--- config.mk ---
export PLATFORM = sky130hd
export DESIGN_NAME = fibo_bin2bcd
export DESIGN_NICKNAME = d
export VERILOG_FILES = /design/src/rtl/fibo_bin2bcd_pkg.sv /design/src/rtl/fibo_bin2bcd_dd.sv /design/src/rtl/fibo_bin2bcd.sv
export SDC_FILE = /design/constraint.sdc
export NUM_CORES = 1
export LEC_CHECK = 0
export BUFFER_PORTS_ARGS = -buffer_cell sky130_fd_sc_hd__buf_2
export CAP_MARGIN = 20
export CORE_ASPECT_RATIO = 0.7
export CORE_MARGIN = 10
export CORE_UTILIZATION = 62
export CTS_CLUSTER_DIAMETER = 50
export DETAILED_ROUTE_END_ITERATION = 6
export PLACE_DENSITY = 0.85
export SYNTH_ARGS = -nofsm -noshare
export SYNTH_HDL_FRONTEND = slang
export SYNTH_HIERARCHICAL = 1
export SYNTH_SLANG_ARGS = --single-unit
--- constraint.sdc ---
create_clock -name clk -period 3.2 [get_ports clk]
set_input_delay 0.48 -clock clk [delete_from_list [all_inputs] [get_ports clk]]
set_output_delay 0.48 -clock clk [all_outputs]
set_load 0.02 [all_outputs]
--- src/rtl/fibo_bin2bcd_pkg.sv ---
// Shared types and defaults for the fibo_bin2bcd shift-and-add-3 converter.
package fibo_bin2bcd_pkg;

  typedef enum logic [1:0] {
    IDLE,
    OP,
    DONE
  } state_t;

  localparam int unsigned DEF_BIN_W  = 21;
  localparam int unsigned DEF_DIGITS = 7;

  // Width of a counter that must hold the value w.
  function automatic int unsigned cnt_w(input int unsigned w);
    return $clog2(w + 1);
  endfunction

endpackage

--- src/rtl/fibo_bin2bcd_dd.sv ---
// Per-digit double-dabble adjust: add 3 when the digit is 5 or more.
module bcd_dd_cell (
  input  logic [3:0] din,
  output logic [3:0] dout
);

  always_comb begin
    dout = din;
    if (din >= 4'd5) dout = din + 4'd3;
  end

endmodule

--- src/rtl/fibo_bin2bcd.sv ---
// Sequential binary-to-BCD converter, one input bit per clock, with the
// same start/ready/done_tick handshake as the upstream fibo stage.
module fibo_bin2bcd
  import fibo_bin2bcd_pkg::*;
#(
  parameter int unsigned BIN_W  = DEF_BIN_W,
  parameter int unsigned DIGITS = DEF_DIGITS
) (
  input  logic                        clk,
  input  logic                        rst,
  input  logic                        start,
  input  logic [BIN_W-1:0]            bin,
  output logic                        ready,
  output logic                        done_tick,
  output logic [4*DIGITS-1:0]         bcd,
  output logic [cnt_w(DIGITS)-1:0]    ndigits
);

  localparam int unsigned NW  = cnt_w(BIN_W);
  localparam int unsigned NDW = cnt_w(DIGITS);

  state_t              state, state_nxt;
  logic [BIN_W-1:0]    sh;
  logic [4*DIGITS-1:0] dig;
  logic [4*DIGITS-1:0] adj;
  logic [NW-1:0]       n;
  logic [NDW-1:0]      nd_calc;

  for (genvar i = 0; i < DIGITS; i++) begin : g_cell
    bcd_dd_cell u_cell (
      .din  (dig[4*i +: 4]),
      .dout (adj[4*i +: 4])
    );
  end

  always_ff @(posedge clk) begin
    if (rst) state <= IDLE;
    else     state <= state_nxt;
  end

  always_comb begin
    state_nxt = state;
    ready     = 1'b0;
    unique case (state)
      IDLE: begin
        ready = 1'b1;
        if (start) state_nxt = OP;
      end
      OP:      if (n == NW'(1)) state_nxt = DONE;
      DONE:    state_nxt = IDLE;
      default: state_nxt = IDLE;
    endcase
  end

  // Highest nonzero digit wins; an all-zero result still reports one digit.
  always_comb begin
    nd_calc = NDW'(1);
    for (int unsigned i = 0; i < DIGITS; i++) begin
      if (dig[4*i +: 4] != 4'd0) nd_calc = NDW'(i + 1);
    end
  end

  always_ff @(posedge clk) begin
    if (rst) begin
      sh        <= '0;
      dig       <= '0;
      n         <= '0;
      bcd       <= '0;
      ndigits   <= NDW'(1);
      done_tick <= 1'b0;
    end else begin
      done_tick <= 1'b0;
      unique case (state)
        IDLE: begin
          if (start) begin
            sh  <= bin;
            dig <= '0;
            n   <= NW'(BIN_W);
          end
        end
        OP: begin
          dig <= {adj[4*DIGITS-2:0], sh[BIN_W-1]};
          sh  <= {sh[BIN_W-2:0], 1'b0};
          n   <= n - NW'(1);
        end
        DONE: begin
          bcd       <= dig;
          ndigits   <= nd_calc;
          done_tick <= 1'b1;
        end
        default: ;
      endcase
    end
  end

endmodule

# After elaboration in Yosys (flattened, before gate mapping)
# Cells that the tools add are included.
# Widths: inputs -> output; s select.
dict set report op_classes {
  n_addsub 8
  order_cmp 7
  eq_ne 5
  mux 24
  n_reduce_logical 10
}
# cell n
set ops {}
lappend ops {{$pmux 28 s2} 1}
lappend ops {{$pmux 21 s2} 1}
lappend ops {{$ge 4x3->1 const B} 7}
lappend ops {{$mux 28} 1}
lappend ops {{$add 4x2->4 const B} 6}
lappend ops {{$mux 4} 6}
lappend ops {{$reduce_bool 4->1} 6}
lappend ops {{$mux 21} 1}
lappend ops {{$mux 3} 6}
lappend ops {{$pmux 5 s2} 1}
lappend ops {{$mux 2} 3}
lappend ops {{$eq 5x1->1 const B} 1}
lappend ops {{$mux 5} 1}
lappend ops {{$sub 5x1->5 const B} 1}
lappend ops {{$ne 2x2->1 const B} 2}
lappend ops {{$pmux 2 s2} 1}
lappend ops {{$reduce_and 2->1} 2}
lappend ops {{$add 3x2->3 const B} 1}
lappend ops {{$eq 2x1->1 const B} 1}
lappend ops {{$eq 2x2->1 const B} 1}
lappend ops {{$logic_not 2->1} 1}
lappend ops {{$mux 1} 2}
lappend ops {{$reduce_bool 2->1} 1}
dict set report totals {
  regBits 88
  in_bits 24
  output_inout_bits 33
  wordCells 61
}

# Longest topological paths before layout
dict set report depth {
  word_depth 7
  ltp_mapped 6
  depth_no_buf 6
}

# By module
# The synthesis kept the hierarchy.
# module n_inst cells_per_inst area_each_um2 seq_area_each_um2
set modules_own_cells {}
lappend modules_own_cells {fibo_bin2bcd 1 373 3464.6 1761.7}
lappend modules_own_cells {bcd_dd_cell 7 16 101.3 0.0}

# Least setup slack after synthesis
# No wires, ideal clock.
dict set report synth_path {
  kind {reg-to-output}
  from {register state[1]}
  to {output port ready}
  arrival_ns 0.951
  required_ns 2.720
  path_slack_ns 1.769
  stages_incl_launch_ff 4
  path_cell_list {dfxtp_1 -> buf_4 -> clkbuf_1 -> nor2_1}
}
dict set report synth_between {
  elab_chain_len 2
}
# element line
set synth_rtl {}
lappend synth_rtl {{from (decl)} fibo_bin2bcd.sv:22} ;# state_t state, state_nxt;
lappend synth_rtl {{from (signal assigned)} fibo_bin2bcd.sv:38} ;# else state <= state_nxt;
lappend synth_rtl {{$logic_not 2->1} fibo_bin2bcd.sv:44} ;# unique case (state)
lappend synth_rtl {{$mux 1} fibo_bin2bcd.sv:44}
lappend synth_rtl {{to (decl)} fibo_bin2bcd.sv:13} ;# output logic ready,
# Every way passes these cells.

# Worst setup path in the final report
dict set report layout_path {
  from {register state[1]}
  to {register dig[12]}
}
dict set report layout_between {
  elab_chain_len 3
}
# element line
set layout_rtl {}
lappend layout_rtl {{$eq 2x1->1 or $logic_not 2->1 (tied branches)} fibo_bin2bcd.sv:73} ;# unique case (state)
lappend layout_rtl {{$reduce_bool 2->1 (no source line) or $ne 2x2->1 (tied branches)} --}
lappend layout_rtl {{$reduce_and 2->1 (no source line)} --}
lappend layout_rtl {{to (signal assigned)} fibo_bin2bcd.sv:82} ;# dig <= {adj[4*DIGITS-2:0], sh[BIN_W-1]};
lappend layout_rtl {{to (decl)} fibo_bin2bcd.sv:24} ;# logic [4*DIGITS-1:0] dig;
# Several ways; a longest one is shown, not always the timed one.
# A chain may end at the register's enable or synchronous reset.

==> run metrics <==
clock sink count between 80 and 90; Max-Cap Viols 0; TNS Setup 0 ns; met2 wire len between 4000 and 5000 um; I/O pins 57; PwrDens 456 nW/um^2; final core utilization 0.726; met3 wire length approximately 440 um; Routed Antenna Nets 0; final setup violation count 0; yosys synthesis warning count 6; leading cell type in the layout, fill and taps excluded dfxtp_1; nets around 570; Worst Hold Path EP sh[0]; number of CTS-inserted buffers 9; final slew viol count 0; reg2reg path depth 4; Post-CTS Setup Bufs 0; syn_area_per_cell between 8 and 9 um^2; M1 WL around 4100 um; Netlist Area Pre-Place between 4000 and 5000 um^2; die height between 80 and 90 um; top layer in use met4; initial antenna violation count 0; Vias about 3400; CP Capture Type flop; Hold Vio Cnt, Final 0; Remaining Overflow, GRT 0; H-tree levels 3; hold_sp bin[0]; first-pass detailed-route iteration total 4; worst setup path class flop to flop; fin crit period ~2 ns; DIE AREA roughly 10000 um^2; CTS tree built; largest net degree at the start of global routing 41; vias in the first global route 3234; Gate Count Post-Synth a little under 500; Clock transition at path regs 0.08 ns; Max IR drop VDD between 300 and 400 uV; CTS Buffer Depth 2; Detailed Place HPWL around 6200 um; core area 6370 um^2; CP arrival between 2 and 2.5 ns; type of origin of the critical path flop; Routed WL per cell about 14 um; Root Driver clkbuf_8; 1st-iter DRT viols 210; Post-Syn Nets 521; Hold Crit Depth 3; RSZ-0062 raised after global routing false; Setup Skew between 0.005 and 0.006 ns; worst r2r src state[1]; status complete, no violations; FP Rows 24; Leakage roughly 2 nW; worst relative slew slack 0.468; post-CTS sizing 0; total chip power ~2.1 mW; worst min path class input port to flop; die width approximately 120 um; global-route wire length before repair 14800 um; Worst R2R End dig[12]; final cycle utilization of the critical path 0.637; Critical Path RT 3.45 ns; GP Congestion ~0.84; hold buffers post-CTS 0; Max Clk Rate 490 MHz; CP max FO 29; final wirelength 8730 um; post-DR vias/cell 5.46; worst-skew pair later-pin latency approximately 0.35 ns; layout cells sized above 1 0.189; most frequent cells in the layout dfxtp_1, nand2_1, buf_2; ANT cells 0; Starting Density 0.653; Slew @ Worst Pin between 0.7 and 0.8 ns; IO Port Bufs between 50 and 60; Area Overhead vs Synth 11.3%; # DRC 0; internal reg-to-reg setup slack between 1 and 1.5 ns; gr usage total 0.169
==> state kept, by name (all words and copies together), names as in the netlist <==
signal / count
n: 5
done_tick: 1
dig: 28
bcd: 28
sh: 21
ndigits: 3
state: 2
==> where the power goes <==
group,switching (mW),leakage [nW],internal (mW)
combinational,0.119,1.16,0.0889
clock,0.380,0.0856,0.360
sequential,0.0262,0.716,1.13
total,0.525,1.96,1.58
==> per-layer routing <==
layer,vias up,track usage
met4,0,0.0649
met3,9,0.0483
met2,56,0.293
li1,1741,-
met1,1582,0.199
met5,-,0
==> worst max-delay path by stage <==
stage / cells after the start / to / start / slack (ns)
2_1_floorplan: 3 / ready / state[1] / 1.77
3_3_place_gp: 4 / dig[12] / state[1] / 1.22
3_5_place_dp: 4 / dig[12] / state[1] / 1.18
4_1_cts: 4 / dig[12] / state[1] / 1.16
5_1_grt: 4 / dig[12] / state[1] / 1.06
6_report: 4 / dig[12] / state[1] / 1.16
==> layout make-up <==
type,count,area (um^2)
tap,91,114
inverter,18,67.6
clock inverter,5,57.6
clock buffer,11,131
sequential,88,1760
fill,508,1740
timing repair buffer,63,333
multi-input combinational,345,2160
==> worst max-delay path, cell delays in order, from the launching register on <==
cell	delay, ns
dfxtp_1	0.77
nand2b_1	0.53
nor2_1	0.08
buf_4	0.26
a22o_2	0.29
==> stage by stage <==
stage	std cells	setup WS (ns)	area, um^2	hold slack (ns)
finish	621	1.16	4620	0.365
global route	621	1.06	4620	0.382
CTS	621	1.16	4620	0.355
detailed placement	605	1.18	4440	0.444
global placement	605	1.22	4440	0.441
floorplan	481	1.77	4150	0.443
Note: power is estimated with default switching activity, not from simulation.
